===== src/rtl/btb_pkg.sv =====
// Shared definitions for the set-associative branch target buffer:
// jump opcodes, 2-bit direction counter states and saturating helpers.
package btb_pkg;

  localparam logic [3:0] OP_JUMP   = 4'd6;
  localparam logic [3:0] OP_JUMPL  = 4'd7;
  localparam logic [3:0] OP_JUMPG  = 4'd8;
  localparam logic [3:0] OP_JUMPE  = 4'd9;
  localparam logic [3:0] OP_JUMPNE = 4'd10;

  typedef enum logic [1:0] {
    CTR_SNT = 2'b00,
    CTR_WNT = 2'b01,
    CTR_WT  = 2'b10,
    CTR_ST  = 2'b11
  } ctr_t;

  function automatic ctr_t ctr_inc(input ctr_t c);
    return (c == CTR_ST) ? CTR_ST : ctr_t'(c + 2'd1);
  endfunction

  function automatic ctr_t ctr_dec(input ctr_t c);
    return (c == CTR_SNT) ? CTR_SNT : ctr_t'(c - 2'd1);
  endfunction

endpackage


===== src/rtl/btb_assoc_if.sv =====
// Fetch/EX-facing bus of the branch target buffer; the predictor is the slave,
// the pipeline (or a testbench) is the master.
interface btb_assoc_if #(
  parameter int PC_W   = 16,
  parameter int PERF_W = 32
);
  logic              lookup_valid;
  logic [PC_W-1:0]   fetch_pc;
  logic              flush;
  logic              pred_valid;
  logic              pred_hit;
  logic              pred_taken;
  logic [PC_W-1:0]   pred_target;
  logic              ex_valid;
  logic [PC_W-1:0]   ex_pc;
  logic [3:0]        ex_opcode;
  logic [PC_W-1:0]   ex_target;
  logic              lflag;
  logic              gflag;
  logic              zflag;
  logic              ex_pred_taken;
  logic [PC_W-1:0]   ex_pred_target;
  logic              redirect_valid;
  logic [PC_W-1:0]   redirect_pc;
  logic [PERF_W-1:0] perf_lookups;
  logic [PERF_W-1:0] perf_hits;
  logic [PERF_W-1:0] perf_mispred;

  modport master (
    output lookup_valid, fetch_pc, flush, ex_valid, ex_pc, ex_opcode, ex_target,
           lflag, gflag, zflag, ex_pred_taken, ex_pred_target,
    input  pred_valid, pred_hit, pred_taken, pred_target, redirect_valid, redirect_pc,
           perf_lookups, perf_hits, perf_mispred
  );

  modport slave (
    input  lookup_valid, fetch_pc, flush, ex_valid, ex_pc, ex_opcode, ex_target,
           lflag, gflag, zflag, ex_pred_taken, ex_pred_target,
    output pred_valid, pred_hit, pred_taken, pred_target, redirect_valid, redirect_pc,
           perf_lookups, perf_hits, perf_mispred
  );
endinterface


===== src/rtl/btb_assoc_set.sv =====
// One BTB set: WAYS entries of valid/tag/target/counter, tag compare for the
// lookup and train ports, victim choice and the set's round-robin pointer.
module btb_assoc_set
  import btb_pkg::*;
#(
  parameter int PC_W  = 16,
  parameter int WAYS  = 4,
  parameter int TAG_W = 14,
  parameter int WAY_W = 2
) (
  input  logic                       clk,
  input  logic                       rst,
  input  logic [TAG_W-1:0]           i_lookupTag,
  input  logic [TAG_W-1:0]           i_trainTag,
  output logic [WAYS-1:0]            o_lookupHit,
  output logic [WAYS-1:0]            o_trainHit,
  output logic [WAYS-1:0][PC_W-1:0]  o_target,
  output ctr_t [WAYS-1:0]            o_ctr,
  output logic [WAY_W-1:0]           o_victim,
  input  logic                       i_wrEn,
  input  logic [WAY_W-1:0]           i_wrWay,
  input  logic                       i_wrValid,
  input  logic [TAG_W-1:0]           i_wrTag,
  input  logic [PC_W-1:0]            i_wrTarget,
  input  ctr_t                       i_wrCtr,
  input  logic                       i_alloc
);

  logic [WAYS-1:0]             r_valid;
  logic [WAYS-1:0][TAG_W-1:0]  r_tag;
  logic [WAYS-1:0][PC_W-1:0]   r_target;
  ctr_t [WAYS-1:0]             r_ctr;
  logic [WAY_W-1:0]            r_rr;
  logic                        w_found;

  for (genvar w = 0; w < WAYS; w++) begin : g_cmp
    assign o_lookupHit[w] = r_valid[w] && (r_tag[w] == i_lookupTag);
    assign o_trainHit[w]  = r_valid[w] && (r_tag[w] == i_trainTag);
  end

  assign o_target = r_target;
  assign o_ctr    = r_ctr;

  // Empty ways are filled lowest-first before the round-robin pointer is used.
  always_comb begin
    o_victim = r_rr;
    w_found  = 1'b0;
    for (int w = 0; w < WAYS; w++) begin
      if (!r_valid[w] && !w_found) begin
        o_victim = WAY_W'(w);
        w_found  = 1'b1;
      end
    end
  end

  always_ff @(posedge clk or negedge rst) begin
    if (!rst) begin
      r_valid  <= '0;
      r_tag    <= '0;
      r_target <= '0;
      r_rr     <= '0;
      for (int w = 0; w < WAYS; w++) r_ctr[w] <= CTR_SNT;
    end else begin
      if (i_wrEn) begin
        r_valid[i_wrWay]  <= i_wrValid;
        r_tag[i_wrWay]    <= i_wrTag;
        r_target[i_wrWay] <= i_wrTarget;
        r_ctr[i_wrWay]    <= i_wrCtr;
      end
      if (i_alloc) r_rr <= (r_rr == WAY_W'(WAYS - 1)) ? '0 : r_rr + 1'b1;
    end
  end

endmodule


===== src/rtl/btb_assoc.sv =====
// N-way set-associative BTB with 2-bit direction counters and mispredict redirect.
// Define BTB_PERF_EN to build the lookup/hit/mispredict performance counters.
module btb_assoc
  import btb_pkg::*;
#(
  parameter int PC_W    = 16,
  parameter int ENTRIES = 16,
  parameter int WAYS    = 4,
  parameter int PERF_W  = 32
) (
  input logic         clk,
  input logic         rst,
  btb_assoc_if.slave  bus
);

  localparam int SETS     = ENTRIES / WAYS;
  localparam int IDX_BITS = $clog2(SETS);
  localparam int IDX_W    = (IDX_BITS > 0) ? IDX_BITS : 1;
  localparam int TAG_W    = PC_W - IDX_BITS;
  localparam int WAY_W    = (WAYS > 1) ? $clog2(WAYS) : 1;

  logic [WAYS-1:0]            w_lkHitArr [SETS];
  logic [WAYS-1:0]            w_trHitArr [SETS];
  logic [WAYS-1:0][PC_W-1:0]  w_tgtArr   [SETS];
  ctr_t [WAYS-1:0]            w_ctrArr   [SETS];
  logic [WAY_W-1:0]           w_victimArr[SETS];

  logic [IDX_W-1:0] w_lkIdx, w_trIdx;
  logic [TAG_W-1:0] w_lkTag, w_trTag;
  logic             w_accept, w_lkAny, w_lkTaken;
  logic [PC_W-1:0]  w_lkTarget;
  logic [WAYS-1:0]  w_lkHit, w_trHit;
  logic             w_trAny, w_isJump, w_taken;
  logic [WAY_W-1:0] w_trWay;
  logic [PC_W-1:0]  w_trTarget;
  ctr_t             w_trCtr;
  logic             w_wrEn, w_wrValid, w_alloc, w_redirect;
  logic [WAY_W-1:0] w_wrWay;
  logic [PC_W-1:0]  w_wrTarget, w_redirPc;
  ctr_t             w_wrCtr;

  logic             r_predValid, r_predHit, r_predTaken, r_redirValid;
  logic [PC_W-1:0]  r_predTarget, r_redirPc;

  assign w_lkIdx  = (SETS > 1) ? bus.fetch_pc[IDX_W-1:0] : '0;
  assign w_trIdx  = (SETS > 1) ? bus.ex_pc[IDX_W-1:0] : '0;
  assign w_lkTag  = TAG_W'(bus.fetch_pc >> IDX_BITS);
  assign w_trTag  = TAG_W'(bus.ex_pc >> IDX_BITS);
  assign w_accept = bus.lookup_valid && !bus.flush;

  for (genvar s = 0; s < SETS; s++) begin : g_set
    btb_assoc_set #(.PC_W(PC_W), .WAYS(WAYS), .TAG_W(TAG_W), .WAY_W(WAY_W)) u_set (
      .clk         (clk),
      .rst         (rst),
      .i_lookupTag (w_lkTag),
      .i_trainTag  (w_trTag),
      .o_lookupHit (w_lkHitArr[s]),
      .o_trainHit  (w_trHitArr[s]),
      .o_target    (w_tgtArr[s]),
      .o_ctr       (w_ctrArr[s]),
      .o_victim    (w_victimArr[s]),
      .i_wrEn      (w_wrEn && (w_trIdx == IDX_W'(s))),
      .i_wrWay     (w_wrWay),
      .i_wrValid   (w_wrValid),
      .i_wrTag     (w_trTag),
      .i_wrTarget  (w_wrTarget),
      .i_wrCtr     (w_wrCtr),
      .i_alloc     (w_alloc && (w_trIdx == IDX_W'(s)))
    );
  end

  // Read side of both ports sees state before this cycle's training write.
  always_comb begin
    w_lkHit    = w_lkHitArr[w_lkIdx];
    w_trHit    = w_trHitArr[w_trIdx];
    w_lkTarget = '0;
    w_lkTaken  = 1'b0;
    w_trWay    = '0;
    w_trTarget = '0;
    w_trCtr    = CTR_SNT;
    for (int w = 0; w < WAYS; w++) begin
      if (w_lkHit[w]) begin
        w_lkTarget = w_tgtArr[w_lkIdx][w];
        w_lkTaken  = (w_ctrArr[w_lkIdx][w] >= CTR_WT);
      end
      if (w_trHit[w]) begin
        w_trWay    = WAY_W'(w);
        w_trTarget = w_tgtArr[w_trIdx][w];
        w_trCtr    = w_ctrArr[w_trIdx][w];
      end
    end
    w_lkAny = |w_lkHit;
    w_trAny = |w_trHit;
  end

  always_comb begin
    w_isJump = 1'b1;
    w_taken  = 1'b0;
    case (bus.ex_opcode)
      OP_JUMP:   w_taken = 1'b1;
      OP_JUMPL:  w_taken = bus.lflag;
      OP_JUMPG:  w_taken = bus.gflag;
      OP_JUMPE:  w_taken = bus.zflag;
      OP_JUMPNE: w_taken = !bus.zflag;
      default:   w_isJump = 1'b0;
    endcase
  end

  always_comb begin
    w_wrEn     = 1'b0;
    w_wrWay    = w_trWay;
    w_wrValid  = 1'b1;
    w_wrTarget = w_trTarget;
    w_wrCtr    = w_trCtr;
    w_alloc    = 1'b0;
    w_redirect = 1'b0;
    w_redirPc  = bus.ex_pc + PC_W'(1);
    if (bus.ex_valid && w_isJump) begin
      if (w_trAny) begin
        w_wrEn  = 1'b1;
        w_wrCtr = w_taken ? ctr_inc(w_trCtr) : ctr_dec(w_trCtr);
        if (w_taken) w_wrTarget = bus.ex_target;
      end else if (w_taken) begin
        w_wrEn     = 1'b1;
        w_alloc    = 1'b1;
        w_wrWay    = w_victimArr[w_trIdx];
        w_wrTarget = bus.ex_target;
        w_wrCtr    = (bus.ex_opcode == OP_JUMP) ? CTR_ST : CTR_WT;
      end
      w_redirect = (w_taken != bus.ex_pred_taken) ||
                   (w_taken && (bus.ex_target != bus.ex_pred_target));
      if (w_taken) w_redirPc = bus.ex_target;
    end else if (bus.ex_valid && bus.ex_pred_taken) begin
      // A predicted-taken non-jump means the entry is stale: drop it.
      w_redirect = 1'b1;
      w_wrEn     = w_trAny;
      w_wrValid  = 1'b0;
    end
  end

  always_ff @(posedge clk or negedge rst) begin
    if (!rst) begin
      r_predValid  <= 1'b0;
      r_predHit    <= 1'b0;
      r_predTaken  <= 1'b0;
      r_predTarget <= '0;
      r_redirValid <= 1'b0;
      r_redirPc    <= '0;
    end else begin
      r_predValid  <= w_accept;
      r_predHit    <= w_accept && w_lkAny;
      r_predTaken  <= w_accept && w_lkTaken;
      r_predTarget <= w_accept ? w_lkTarget : '0;
      r_redirValid <= w_redirect;
      r_redirPc    <= w_redirect ? w_redirPc : '0;
    end
  end

  assign bus.pred_valid     = r_predValid;
  assign bus.pred_hit       = r_predHit;
  assign bus.pred_taken     = r_predTaken;
  assign bus.pred_target    = r_predTarget;
  assign bus.redirect_valid = r_redirValid;
  assign bus.redirect_pc    = r_redirPc;

`ifdef BTB_PERF_EN
  logic [PERF_W-1:0] r_perfLookups, r_perfHits, r_perfMispred;

  always_ff @(posedge clk or negedge rst) begin
    if (!rst) begin
      r_perfLookups <= '0;
      r_perfHits    <= '0;
      r_perfMispred <= '0;
    end else begin
      if (w_accept && (r_perfLookups != '1)) r_perfLookups <= r_perfLookups + 1'b1;
      if (r_predValid && r_predHit && (r_perfHits != '1)) r_perfHits <= r_perfHits + 1'b1;
      if (r_redirValid && (r_perfMispred != '1)) r_perfMispred <= r_perfMispred + 1'b1;
    end
  end

  assign bus.perf_lookups = r_perfLookups;
  assign bus.perf_hits    = r_perfHits;
  assign bus.perf_mispred = r_perfMispred;
`else
  assign bus.perf_lookups = PERF_W'(0);
  assign bus.perf_hits    = PERF_W'(0);
  assign bus.perf_mispred = PERF_W'(0);
`endif

endmodule


===== src/flat_wrapper.sv =====
// flat-port wrapper written by rule: the top's interface ports become plain ports
module btb_assoc_flat import btb_pkg::*;
#(
  parameter int PC_W    = 16,
  parameter int ENTRIES = 16,
  parameter int WAYS    = 4,
  parameter int PERF_W  = 32
)
  (clk, rst, bus_lookup_valid, bus_fetch_pc, bus_flush, bus_ex_valid, bus_ex_pc, bus_ex_opcode, bus_ex_target, bus_lflag, bus_gflag, bus_zflag, bus_ex_pred_taken, bus_ex_pred_target, bus_pred_valid, bus_pred_hit, bus_pred_taken, bus_pred_target, bus_redirect_valid, bus_redirect_pc, bus_perf_lookups, bus_perf_hits, bus_perf_mispred);
  btb_assoc_if #(.PC_W(PC_W), .PERF_W(PERF_W)) bus_i ();
  input logic clk;
  input logic rst;
  input wire logic [$bits(bus_i.lookup_valid)-1:0] bus_lookup_valid;
  input wire logic [$bits(bus_i.fetch_pc)-1:0] bus_fetch_pc;
  input wire logic [$bits(bus_i.flush)-1:0] bus_flush;
  input wire logic [$bits(bus_i.ex_valid)-1:0] bus_ex_valid;
  input wire logic [$bits(bus_i.ex_pc)-1:0] bus_ex_pc;
  input wire logic [$bits(bus_i.ex_opcode)-1:0] bus_ex_opcode;
  input wire logic [$bits(bus_i.ex_target)-1:0] bus_ex_target;
  input wire logic [$bits(bus_i.lflag)-1:0] bus_lflag;
  input wire logic [$bits(bus_i.gflag)-1:0] bus_gflag;
  input wire logic [$bits(bus_i.zflag)-1:0] bus_zflag;
  input wire logic [$bits(bus_i.ex_pred_taken)-1:0] bus_ex_pred_taken;
  input wire logic [$bits(bus_i.ex_pred_target)-1:0] bus_ex_pred_target;
  output wire logic [$bits(bus_i.pred_valid)-1:0] bus_pred_valid;
  output wire logic [$bits(bus_i.pred_hit)-1:0] bus_pred_hit;
  output wire logic [$bits(bus_i.pred_taken)-1:0] bus_pred_taken;
  output wire logic [$bits(bus_i.pred_target)-1:0] bus_pred_target;
  output wire logic [$bits(bus_i.redirect_valid)-1:0] bus_redirect_valid;
  output wire logic [$bits(bus_i.redirect_pc)-1:0] bus_redirect_pc;
  output wire logic [$bits(bus_i.perf_lookups)-1:0] bus_perf_lookups;
  output wire logic [$bits(bus_i.perf_hits)-1:0] bus_perf_hits;
  output wire logic [$bits(bus_i.perf_mispred)-1:0] bus_perf_mispred;
  assign bus_i.lookup_valid = bus_lookup_valid;
  assign bus_i.fetch_pc = bus_fetch_pc;
  assign bus_i.flush = bus_flush;
  assign bus_i.ex_valid = bus_ex_valid;
  assign bus_i.ex_pc = bus_ex_pc;
  assign bus_i.ex_opcode = bus_ex_opcode;
  assign bus_i.ex_target = bus_ex_target;
  assign bus_i.lflag = bus_lflag;
  assign bus_i.gflag = bus_gflag;
  assign bus_i.zflag = bus_zflag;
  assign bus_i.ex_pred_taken = bus_ex_pred_taken;
  assign bus_i.ex_pred_target = bus_ex_pred_target;
  assign bus_pred_valid = bus_i.pred_valid;
  assign bus_pred_hit = bus_i.pred_hit;
  assign bus_pred_taken = bus_i.pred_taken;
  assign bus_pred_target = bus_i.pred_target;
  assign bus_redirect_valid = bus_i.redirect_valid;
  assign bus_redirect_pc = bus_i.redirect_pc;
  assign bus_perf_lookups = bus_i.perf_lookups;
  assign bus_perf_hits = bus_i.perf_hits;
  assign bus_perf_mispred = bus_i.perf_mispred;
  btb_assoc #(.PC_W(PC_W), .ENTRIES(ENTRIES), .WAYS(WAYS), .PERF_W(PERF_W)) u_core (.clk(clk), .rst(rst), .bus(bus_i));
endmodule

===== config.mk =====
export PLATFORM = sky130hd
export DESIGN_NAME = btb_assoc_flat
export DESIGN_NICKNAME = d
export VERILOG_FILES = /design/src/rtl/btb_pkg.sv /design/src/rtl/btb_assoc_if.sv /design/src/rtl/btb_assoc_set.sv /design/src/rtl/btb_assoc.sv /design/src/flat_wrapper.sv
export SDC_FILE = /design/constraint.sdc
export NUM_CORES = 2
export LEC_CHECK = 0
export ABC_CLOCK_PERIOD_IN_PS = 4550
export BUFFER_PORTS_ARGS = -buffer_cell sky130_fd_sc_hd__buf_2
export CAP_MARGIN = 0
export CORE_MARGIN = 10
export CORE_UTILIZATION = 60
export DETAILED_ROUTE_END_ITERATION = 16
export PLACE_DENSITY = 0.79
export SYNTH_ARGS = -nofsm -noshare
export SYNTH_HDL_FRONTEND = slang
export SYNTH_SLANG_ARGS = --single-unit

===== constraint.sdc =====
create_clock -name clk -period 4.55 [get_ports clk]
set_clock_uncertainty 0.05 [all_clocks]
set_input_delay 0.455 -clock clk [delete_from_list [all_inputs] [get_ports clk]]
set_output_delay 0.455 -clock clk [all_outputs]
set_load 0.05 [all_outputs]

==> impl_results.rst <==
.. list-table::
   :header-rows: 1

   * - Metric
     - Value
   * - Status
     - finished, final reports clean
   * - Yosys top cell by area
     - dfrtp_1
   * - Fraction of final layout cells sized beyond drive strength 1
     - 0.363
   * - Endpoint kind of the worst setup timing path
     - flip-flop
   * - Kind of critical path
     - flip-flop to flip-flop
   * - PD cells
     - about 390 mW/mm^2
   * - Depth of the worst hold-timing path
     - 3
   * - TritonCTS buffer count
     - 57
   * - Antenna violations before repair
     - 4
   * - Ys Warns
     - 0
   * - Startpoint of the most critical hold path
     - bus_ex_target[1]
   * - DR pass1 iterations
     - 5
   * - H-tree levels
     - 2
   * - Async S/R FF share, synth
     - 1.00
   * - Post-synth top flop
     - dfrtp_1
   * - Fraction of power consumed by combinational cells
     - 0.200
   * - Area growth from synthesis to layout
     - 8.72%
   * - First-pass GRT wire length
     - 145 mm
   * - Mean instance size in the synthesized netlist
     - 12.3 sq um
   * - Vias post-DR
     - 22.9k
   * - Slew Limit Headroom
     - 0.158
   * - Clock transition at the registers of the reported paths
     - 70 ps
   * - Total routing usage reported by global routing
     - 0.283
   * - Setup total negative slack
     - 0 ps
   * - Number of setup buffers added after CTS
     - 0
   * - Crit path DAT
     - 4670 ps
   * - Most common library cell in the layout ignoring fill and taps
     - dfrtp_1
   * - Unrepaired setup endpoints after global routing
     - no
   * - Final slew viol count
     - 0
   * - Internal Power
     - 9950 uW
   * - Global-route congestion overflow total
     - 0
   * - Path type of the worst min-delay path
     - input port to flip-flop
   * - Final core area utilization
     - 0.661
   * - Reg-to-Reg End
     - u_core.g_set[1].u_set.o_ctr[3]
   * - Root Buffer Master
     - clkbuf_16
   * - Drt first-iter violations
     - 2,104
   * - Detailed-placement wirelength estimate
     - 62.8 mm
   * - Insertion delay of the later-clocked pin in the worst-skew pair
     - 630 ps
   * - Power share of the sequential group
     - 0.454
   * - Area of the placeable core
     - about 0.055 sq mm
   * - Clock network fraction of total power
     - 0.346
   * - Required arrival time at the worst endpoint
     - 5060 ps
   * - Via count of the first global-routing pass
     - between 20k and 25k
   * - Final weighted congestion in routability-driven placement
     - 0.904
   * - Most frequent cells in the layout
     - dfrtp_1 (572), mux2_2 (566), xor2_1 (266)
   * - Number of distinct library cells after synthesis
     - 67
   * - Post-Synthesis Cells
     - roughly 2.7k
   * - Worst r2r src
     - u_core.g_set[3].u_set.r_tag[36]
   * - Maximum frequency from static timing analysis
     - 241 MHz
   * - Multi-input gate area
     - 0.0176 sq mm
   * - Antenna-violating nets left
     - 0
   * - Number of top-level pins
     - 209
   * - Largest net degree at the start of global routing
     - between 100 and 150
   * - Hold Crit Endpoint
     - u_core.bus.redirect_pc[1]
   * - Die Span X
     - 257 um
   * - Maximum root-to-sink buffer count
     - 3
   * - Via density per instance
     - 6.38
   * - Routed WL
     - between 90 and 100 mm
   * - Effective utilization at floorplan
     - 0.608
   * - Per-cell routed wire length
     - between 20 and 30 um
   * - Row count
     - 86
   * - Final setup violation count
     - 0
   * - Buffers on Ports
     - 112
   * - Die Span Y
     - 257 um
   * - Sequential share of the synthesized area
     - 0.426
   * - Leading cell types by total area after synthesis
     - dfrtp_1 (43%), mux2_2 (19%), mux4_2 (7.1%)
   * - Post-synthesis instance area
     - 0.0336 sq mm
   * - Largest fanout of any net on the critical path
     - 21
   * - DRC Markers
     - 0
   * - Flip-flop and latch count after synthesis
     - 572
   * - Final clock period utilization by the worst path
     - 0.913
   * - Die outline area
     - approximately 0.066 sq mm
   * - Setup slack on the worst flop-to-flop path
     - 400 ps
   * - Endpoints failing hold
     - 0
   * - Clock sink count
     - between 500 and 600
   * - Net count, final
     - 2,885
   * - Worst Reg2Reg Path Length in Cells
     - 11
   * - Number of max-capacitance violations reported
     - 0
   * - Switching Power
     - between 4000 and 5000 uW
   * - Leakage power total
     - 0.0168 uW
   * - Setup crit start kind
     - flip-flop
   * - Filler cell count in the final layout
     - 3,917
   * - Area taken by flip-flops and latches
     - 0.0143 sq mm
   * - Switching Fraction
     - 0.297
   * - Area share of the leading cell type in the synthesized netlist
     - 0.426
   * - Post-route minimum period
     - 4150 ps
   * - Slew at the pin with the worst max-slew slack
     - 1260 ps
   * - Worst vdd rail ir drop
     - 0.324 mV
   * - Clock tree from TritonCTS
     - yes
   * - Number of synthesized flops with an enable pin
     - 0
==> sequential cells by signal, indices dropped and copies added, names as in the netlist <==
signal	flops
u_core.bus.redirect_valid	1
u_core.bus.redirect_pc	16
u_core.g_set.u_set.o_ctr	32
u_core.g_set.u_set.r_tag	224
u_core.g_set.u_set.o_target	256
u_core.bus.pred_valid	1
u_core.g_set.u_set.r_valid	16
u_core.bus.pred_target	16
u_core.bus.pred_taken	1
u_core.bus.pred_hit	1
u_core.g_set.u_set.r_rr	8
==> what timing repair did <==
action / in CTS / in global routing
setup endpoints to repair: 0 / 0
endpoints found under the hold margin: 103 / 0
resized for setup: 0 / 0
hold buffers: 1 / 0
==> worst max-delay path by stage <==
stage | from | end | slack (ps) | cells past startpoint
2_1_floorplan | bus_ex_pc[10] | u_core.g_set[2].u_set.o_ctr[7] | 1110 | 13
3_3_place_gp | bus_ex_pc[9] | u_core.g_set[3].u_set.o_ctr[7] | 190 | 13
3_5_place_dp | bus_ex_pc[9] | u_core.g_set[1].u_set.o_ctr[0] | 40 | 12
4_1_cts | u_core.g_set[3].u_set.r_tag[36] | u_core.g_set[1].u_set.o_ctr[3] | 510 | 11
5_1_grt | u_core.g_set[3].u_set.r_tag[36] | u_core.g_set[0].u_set.o_ctr[1] | 210 | 11
6_report | u_core.g_set[3].u_set.r_tag[36] | u_core.g_set[1].u_set.o_ctr[3] | 400 | 11
==> per-stage QoR <==
| stage | hold WS (ps) | power [uW] | std cells | area (sq um) | setup slack [ps] |
|---|---|---|---|---|---|
| 2_1_floorplan | 109 | 8490 | 2835 | 34000 | 1110 |
| 3_3_place_gp | 434 | 9140 | 3488 | 34600 | 194 |
| 3_5_place_dp | 444 | 9280 | 3488 | 34600 | 37.7 |
| 4_1_cts | 192 | 14200 | 3594 | 36500 | 507 |
| 5_1_grt | 201 | 14700 | 3594 | 36500 | 205 |
| 6_report | 200 | 14200 | 3595 | 36500 | 397 |
==> layout make-up <==
| class | instances | area share |
|---|---|---|
| sequential | 572 | 0.392 |
| clock inverter | 34 | 0.00972 |
| clock buffer | 71 | 0.0438 |
| antenna | 1 | 0.0000685 |
| inverter | 30 | 0.00308 |
| timing repair buffer | 225 | 0.0454 |
| multi-input combinational | 1914 | 0.481 |
| tap | 748 | 0.0256 |
==> synthesized netlist by cell type (4+ instances only) <==
| master | instances |
|---|---|
| a211oi_1 | 34 |
| a21oi_1 | 24 |
| a31oi_1 | 4 |
| and2_1 | 7 |
| and3_1 | 4 |
| buf_1 | 8 |
| buf_2 | 72 |
| buf_4 | 108 |
| buf_6 | 32 |
| buf_8 | 9 |
| clkbuf_1 | 90 |
| dfrtp_1 | 572 |
| ha_1 | 8 |
| inv_1 | 30 |
| mux2_1 | 4 |
| mux2_2 | 566 |
| mux2i_1 | 71 |
| mux4_2 | 106 |
| nand2_1 | 53 |
| nand2_2 | 8 |
| nand2b_1 | 6 |
| nand3_1 | 29 |
| nand4_1 | 61 |
| nor2_1 | 113 |
| nor2b_1 | 26 |
| nor3_1 | 16 |
| nor3b_1 | 7 |
| nor4_1 | 61 |
| o2111ai_1 | 4 |
| o21a_1 | 18 |
| o21ai_0 | 41 |
| o22ai_1 | 6 |
| o31ai_1 | 16 |
| or4_1 | 9 |
| xnor2_1 | 212 |
| xor2_1 | 266 |
==> worst max-delay path: stages (launching register included) <==
cell	delay (ps)
dfrtp_1	420
xor2_1	170
or4_1	570
nor4_2	450
a31oi_1	120
mux2_2	320
buf_4	240
a21boi_0	240
or4_1	520
o2111a_1	170
o22ai_2	520
mux2_2	280
==> per-layer routing <==
metal | up-vias | wire, um | track usage
met4 | 2 | 4190 | 0.131
li1 | 9664 | - | -
met1 | 11820 | 38000 | 0.369
met5 | - | 13 | 0
met2 | 1171 | 43900 | 0.443
met3 | 272 | 9180 | 0.0667
==> logic make-up after synthesis <==
group / Yosys count / synth area share
multiplexers: 747 / 0.283
flip-flops: 572 / 0.426
XOR/XNOR: 478 / 0.125
AND/OR/NAND/NOR: 411 / 0.0638
buffers and inverters: 349 / 0.0639
AO/OA/AOI/OAI: 173 / 0.0355
adder cells (fa/ha/maj): 9 / 0.00328
other: 1 / 0.000112
==> power by group through the flow <==
stage / Clock (uW) / Sequential (uW) / Combinational [uW]
after floorplan: 0 / 6340 / 2150
after global routing: 5160 / 6490 / 3050
after detailed placement: 0 / 6490 / 2800
after CTS: 4940 / 6400 / 2820
final: 4900 / 6430 / 2840
after global placement: 0 / 6420 / 2710
Note: power is estimated with default switching activity, not from simulation.
